`config.mk`:
```
export PLATFORM = sky130hd
export DESIGN_NAME = registrador_acumulador_8bits_flat
export DESIGN_NICKNAME = d
export VERILOG_FILES = /design/src/rtl/registrador_acumulador_8bits_if.sv /design/src/rtl/registrador_acumulador_8bits.sv /design/src/flat_wrapper.sv
export SDC_FILE = /design/constraint.sdc
export NUM_CORES = 1
export LEC_CHECK = 0
export ABC_CLOCK_PERIOD_IN_PS = 2100
export CAP_MARGIN = 20
export CELL_PAD_IN_SITES_DETAIL_PLACEMENT = 0
export CELL_PAD_IN_SITES_GLOBAL_PLACEMENT = 2
export CORE_ASPECT_RATIO = 0.75
export CORE_MARGIN = 5
export CORE_UTILIZATION = 27
export CTS_CLUSTER_DIAMETER = 80
export CTS_CLUSTER_SIZE = 16
export DETAILED_ROUTE_END_ITERATION = 16
export PLACE_DENSITY_LB_ADDON = 0.1
export SYNTH_ARGS = -nofsm -noshare
export SYNTH_HDL_FRONTEND = slang
export SYNTH_SLANG_ARGS = --single-unit
```
`constraint.sdc`:
```
create_clock -name clk -period 2.1 [get_ports clk]
set_clock_uncertainty 0.2 [all_clocks]
set_input_delay 0.315 -clock clk [delete_from_list [all_inputs] [get_ports clk]]
set_output_delay 0.315 -clock clk [all_outputs]
set_load 0.02 [all_outputs]
```
`src/rtl/registrador_acumulador_8bits_if.sv`:
```
// Operand-stage bus: mux data and buttons in, select/operand registers/status out.
interface registrador_acumulador_8bits_if #(
  parameter int unsigned LARGURA = 8
);
  logic [LARGURA-1:0] dado_mux;
  logic               botao_carrega;
  logic               botao_acumula;
  logic               sel_mux;
  logic [LARGURA-1:0] reg_a;
  logic [LARGURA-1:0] reg_b;
  logic [1:0]         estado;
  logic               pronto;
  logic [3:0]         contador_ops;

  modport master (
    output dado_mux,
    output botao_carrega,
    output botao_acumula,
    input  sel_mux,
    input  reg_a,
    input  reg_b,
    input  estado,
    input  pronto,
    input  contador_ops
  );

  modport slave (
    input  dado_mux,
    input  botao_carrega,
    input  botao_acumula,
    output sel_mux,
    output reg_a,
    output reg_b,
    output estado,
    output pronto,
    output contador_ops
  );
endinterface

```
`src/rtl/registrador_acumulador_8bits.sv`:
```
// Operand/accumulator register stage: button-sequenced loading of A and B,
// ALU latency wait, and optional feedback of the ALU result into A.
module registrador_acumulador_8bits #(
  parameter int unsigned LATENCIA_ULA = 2,
  parameter int unsigned LARGURA      = 8
) (
  input  logic                          clk,
  input  logic                          rst,
  registrador_acumulador_8bits_if.slave bus
);

  typedef enum logic [1:0] {
    CARREGA_A = 2'b00,
    CARREGA_B = 2'b01,
    CALCULA   = 2'b10,
    RESULTADO = 2'b11
  } estado_t;

  localparam logic [3:0] LAT_FIM = 4'(LATENCIA_ULA - 1);

  estado_t            r_estado;
  estado_t            w_prox_estado;
  logic               r_carrega_ant;
  logic               r_acumula_ant;
  logic [3:0]         r_latencia;
  logic [LARGURA-1:0] r_a;
  logic [LARGURA-1:0] r_b;
  logic [3:0]         r_ops;

  logic w_ev_carrega;
  logic w_ev_acumula;
  logic w_carrega_a;
  logic w_carrega_b;
  logic w_acumula_a;
  logic w_sel_mux;
  logic w_pronto;

  // History updates in every state, so presses seen during CALCULA are consumed.
  assign w_ev_carrega = bus.botao_carrega & ~r_carrega_ant;
  assign w_ev_acumula = bus.botao_acumula & ~r_acumula_ant;

  always_ff @(posedge clk) begin
    if (rst) begin
      r_carrega_ant <= 1'b0;
      r_acumula_ant <= 1'b0;
    end else begin
      r_carrega_ant <= bus.botao_carrega;
      r_acumula_ant <= bus.botao_acumula;
    end
  end

  always_ff @(posedge clk) begin
    if (rst) begin
      r_estado <= CARREGA_A;
    end else begin
      r_estado <= w_prox_estado;
    end
  end

  always_comb begin
    w_prox_estado = r_estado;
    w_carrega_a   = 1'b0;
    w_carrega_b   = 1'b0;
    w_acumula_a   = 1'b0;
    w_sel_mux     = 1'b0;
    w_pronto      = 1'b0;
    case (r_estado)
      CARREGA_A: begin
        if (w_ev_carrega) begin
          w_carrega_a   = 1'b1;
          w_prox_estado = CARREGA_B;
        end
      end
      CARREGA_B: begin
        if (w_ev_carrega) begin
          w_carrega_b   = 1'b1;
          w_prox_estado = CALCULA;
        end
      end
      CALCULA: begin
        w_sel_mux = 1'b1;
        if (r_latencia == LAT_FIM) begin
          w_prox_estado = RESULTADO;
        end
      end
      RESULTADO: begin
        w_sel_mux = 1'b1;
        w_pronto  = 1'b1;
        if (w_ev_acumula) begin
          w_acumula_a   = 1'b1;
          w_prox_estado = CARREGA_B;
        end else if (w_ev_carrega) begin
          w_prox_estado = CARREGA_A;
        end
      end
      default: w_prox_estado = CARREGA_A;
    endcase
  end

  // Counts cycles spent in CALCULA; cleared as B is captured.
  always_ff @(posedge clk) begin
    if (rst) begin
      r_latencia <= '0;
    end else if (w_carrega_b) begin
      r_latencia <= '0;
    end else if (r_estado == CALCULA) begin
      r_latencia <= r_latencia + 4'd1;
    end
  end

  always_ff @(posedge clk) begin
    if (rst) begin
      r_a <= '0;
      r_b <= '0;
    end else begin
      if (w_carrega_a || w_acumula_a) begin
        r_a <= bus.dado_mux;
      end
      if (w_carrega_b) begin
        r_b <= bus.dado_mux;
      end
    end
  end

  always_ff @(posedge clk) begin
    if (rst) begin
      r_ops <= '0;
    end else if (w_carrega_a) begin
      r_ops <= '0;
    end else if (w_acumula_a && (r_ops != '1)) begin
      r_ops <= r_ops + 4'd1;
    end
  end

  assign bus.sel_mux      = w_sel_mux;
  assign bus.pronto       = w_pronto;
  assign bus.estado       = r_estado;
  assign bus.reg_a        = r_a;
  assign bus.reg_b        = r_b;
  assign bus.contador_ops = r_ops;

endmodule
```
`src/flat_wrapper.sv`:
```
// flat-port wrapper written by rule: the top's interface ports become plain ports
module registrador_acumulador_8bits_flat 
#(
  parameter int unsigned LATENCIA_ULA = 2,
  parameter int unsigned LARGURA      = 8
)
  (clk, rst, bus_dado_mux, bus_botao_carrega, bus_botao_acumula, bus_sel_mux, bus_reg_a, bus_reg_b, bus_estado, bus_pronto, bus_contador_ops);
  registrador_acumulador_8bits_if #(.LARGURA(LARGURA)) bus_i ();
  input  logic clk;
  input  logic rst;
  input wire logic [$bits(bus_i.dado_mux)-1:0] bus_dado_mux;
  input wire logic [$bits(bus_i.botao_carrega)-1:0] bus_botao_carrega;
  input wire logic [$bits(bus_i.botao_acumula)-1:0] bus_botao_acumula;
  output wire logic [$bits(bus_i.sel_mux)-1:0] bus_sel_mux;
  output wire logic [$bits(bus_i.reg_a)-1:0] bus_reg_a;
  output wire logic [$bits(bus_i.reg_b)-1:0] bus_reg_b;
  output wire logic [$bits(bus_i.estado)-1:0] bus_estado;
  output wire logic [$bits(bus_i.pronto)-1:0] bus_pronto;
  output wire logic [$bits(bus_i.contador_ops)-1:0] bus_contador_ops;
  assign bus_i.dado_mux = bus_dado_mux;
  assign bus_i.botao_carrega = bus_botao_carrega;
  assign bus_i.botao_acumula = bus_botao_acumula;
  assign bus_sel_mux = bus_i.sel_mux;
  assign bus_reg_a = bus_i.reg_a;
  assign bus_reg_b = bus_i.reg_b;
  assign bus_estado = bus_i.estado;
  assign bus_pronto = bus_i.pronto;
  assign bus_contador_ops = bus_i.contador_ops;
  registrador_acumulador_8bits #(.LATENCIA_ULA(LATENCIA_ULA), .LARGURA(LARGURA)) u_core (.clk(clk), .rst(rst), .bus(bus_i));
endmodule
```
==> flow_metrics.tcl <==
set metrics [dict create \
    core_area_um2 4440 \
    synth_seq_cells 28 \
    antenna_found_initial 0 \
    min_path_cells 2 \
    final_common_cell "clkdlybuf4s50_1" \
    syn_nets 149 \
    areaGrowthSynthToFinish_pct 41.4 \
    drive_above_1_share 0.117 \
    timing_worst_setup_path_type "reg2out" \
    die_x_um 87.9 \
    hold_viol_final 0 \
    clk_latency_ns 0.27 \
    yosysWarnings 0 \
    p_per_area_nw_per_um2 964 \
    syn_avg_cell_area_um2 9.44 \
    max_clock_freq_ghz 0.500 \
    synth_top_flop_cell "dfxtp_1" \
    cts_buffers 3 \
    drt_iter0_drc 16 \
    syn_area_um2 1230 \
    grt_pass1_wl_um 4550 \
    crit_arrival_ns 1.48 \
    numPortBuffers 35 \
    cp_max_fo 4 \
    ios 36 \
    min_from "u_core.bus.reg_b[6]" \
    post_drt_wl_per_cell_um 12.1 \
    dp_cells 224 \
    setup_tns_ns 0 \
    max-slew-margin-rel 0.752 \
    htree_levels 1 \
    layout.cells.non_filler 228 \
    hold_class "reg2reg" \
    synth_edf_count 0 \
    place_congestion 0.736 \
    tightest_slew_ns 0.371 \
    startpoint_type "flip-flop" \
    fin_crit_ns 2.00 \
    vias 994 \
    grt_max_degree 16 \
    nFillCells 476 \
    viasPerCell 4.36 \
    ant_nets 0 \
    ys_seq_area_frac 0.457 \
    power_leakage_uw 0.000680 \
    setup_viol 0 \
    num_antenna_cells 0 \
    hpwl_um 2160 \
    synth-async-reset-ratio 0 \
    status "complete, no violations" \
    start_util 0.276 \
    root_buffer "clkbuf_8" \
    min_period_over_period 0.951 \
    wirelength_um 2770 \
    r2r_slack_ns 0.38 \
    synthCells 130 \
    gr-total-overflow 0 \
    drc 0 \
    fp-row-count 21 \
    final_cell_mix "clkdlybuf4s50_1, dfxtp_1, nor2_1" \
    cts_tree "done" \
    drv_slew 0 \
    nNetsFinal 191 \
    timing.rr.end "u_core.bus.contador_ops[1]" \
    cts_hold_buffers 0 \
    timing.rr.start "u_core.bus.estado[1]" \
    worst-r2r-cell-count 6 \
    grt_pass1_vias 976 \
    ir_drop_v 0.000427 \
    grt.total_usage 0.0976 \
    ys_types 27 \
    die_h_um 68.4 \
    holdPathEnd "u_core.bus.reg_b[6]" \
    crit_required_ns 1.58 \
    dieArea_um2 6010 \
    cp-end-kind "primary output" \
    clk_pin_slew_worst_paths_ns 0.09 \
    cap_violations 0 \
    rsz0062_at_grt "no" \
    cts_num_sinks 28 \
    dr.pass1.iters 4 \
    clock_path_buffers 2 \
]
power breakdown:
part / internal (uW) / switching, uW
combinational: 326 / 353
sequential: 609 / 56.2
clock: 168 / 161
total: 1100 / 571
what timing repair did:
action | in CTS | in global routing
gates cloned | 0 | 0
endpoints found under the setup margin | 1 | 2
resized for setup | 1 | 2
pin swaps | 0 | 0
setup buffers | 0 | 0
final cells by class:
cell class | count | area (um^2) | area share
Sequential cell | 28 | 563 | 0.324
Clock buffer | 4 | 55.1 | 0.0317
Tap cell | 57 | 71.3 | 0.0411
Timing Repair Buffer | 42 | 402 | 0.231
Inverter | 4 | 15.0 | 0.00865
Multi-Input combinational cell | 93 | 629 | 0.363
critical path, cell delays in order, from the launching register on:
cell and delay (ns):
dfxtp_2 0.35, inv_1 0.06, ha_1 0.20, or2_2 0.28
dlygate4sd2_1 0.32
flip-flops by register name, indices dropped and copies added, names as in the netlist:
name,flops
u_core.bus.reg_a,8
u_core.bus.reg_b,8
u_core.bus.contador_ops,4
u_core.r_latencia,4
u_core.bus.estado,2
u_core.r_acumula_ant,1
u_core.r_carrega_ant,1
how the worst max path moves through the flow:
stage / depth (start not counted) / to / startpoint
after CTS: 2 / bus_pronto / u_core.bus.estado[1]
after detailed placement: 4 / bus_sel_mux / u_core.bus.estado[0]
after global placement: 4 / bus_sel_mux / u_core.bus.estado[0]
after floorplan: 5 / u_core.bus.contador_ops[1] / u_core.bus.estado[0]
final: 4 / bus_sel_mux / u_core.bus.estado[0]
after global routing: 4 / bus_sel_mux / u_core.bus.estado[0]
per-layer routing:
| metal | track usage | share of wire | vias to the layer above |
|---|---|---|---|
| met5 | 0 | 0 | - |
| met4 | 0.0230 | 0.0076 | 0 |
| met3 | 0.0313 | 0.054 | 2 |
| met2 | 0.163 | 0.46 | 16 |
| met1 | 0.123 | 0.48 | 458 |
| li1 | - | - | 518 |
logic make-up (layout without fill, tap and decap cells):
family | Yosys count | after routing | share of synthesized area
AO/OA/AOI/OAI | 16 | 16 | 0.0928
XOR/XNOR | 5 | 5 | 0.0357
adder cells (fa/ha/maj) | 7 | 7 | 0.0714
buffers and inverters | 9 | 50 | 0.0306
flip-flops | 28 | 28 | 0.457
multiplexers | 11 | 11 | 0.0897
AND/OR/NAND/NOR | 54 | 54 | 0.223
Yosys cell counts (2+ instances only):
cell type | n | share of area
xnor2_1 | 3 | 0.021
ha_1 | 7 | 0.071
dfxtp_1 | 28 | 0.46
nand3_1 | 9 | 0.037
nor2_1 | 17 | 0.052
nand2b_1 | 6 | 0.031
nor3_1 | 2 | 0.0082
clkbuf_1 | 2 | 0.0061
a21oi_1 | 10 | 0.041
inv_1 | 4 | 0.012
mux2i_1 | 11 | 0.090
nand2_1 | 11 | 0.034
buf_2 | 3 | 0.012
xor2_1 | 2 | 0.014
nor2b_1 | 3 | 0.015
per-stage QoR:
step                hold WS [ns]  area [um^2]  utilization  power [uW]  setup slack [ns]
finish                     0.266         1740        0.391        1670             0.102
global route               0.286         1740        0.391        1800            0.0156
CTS                        0.266         1730        0.390        1700            0.0279
detailed placement         0.252         1680        0.378        1380             0.125
global placement           0.248         1680        0.378        1370             0.150
floorplan                  0.243         1230            -        1100             0.201
No activity file was read; power rests on OpenSTA's default activity.
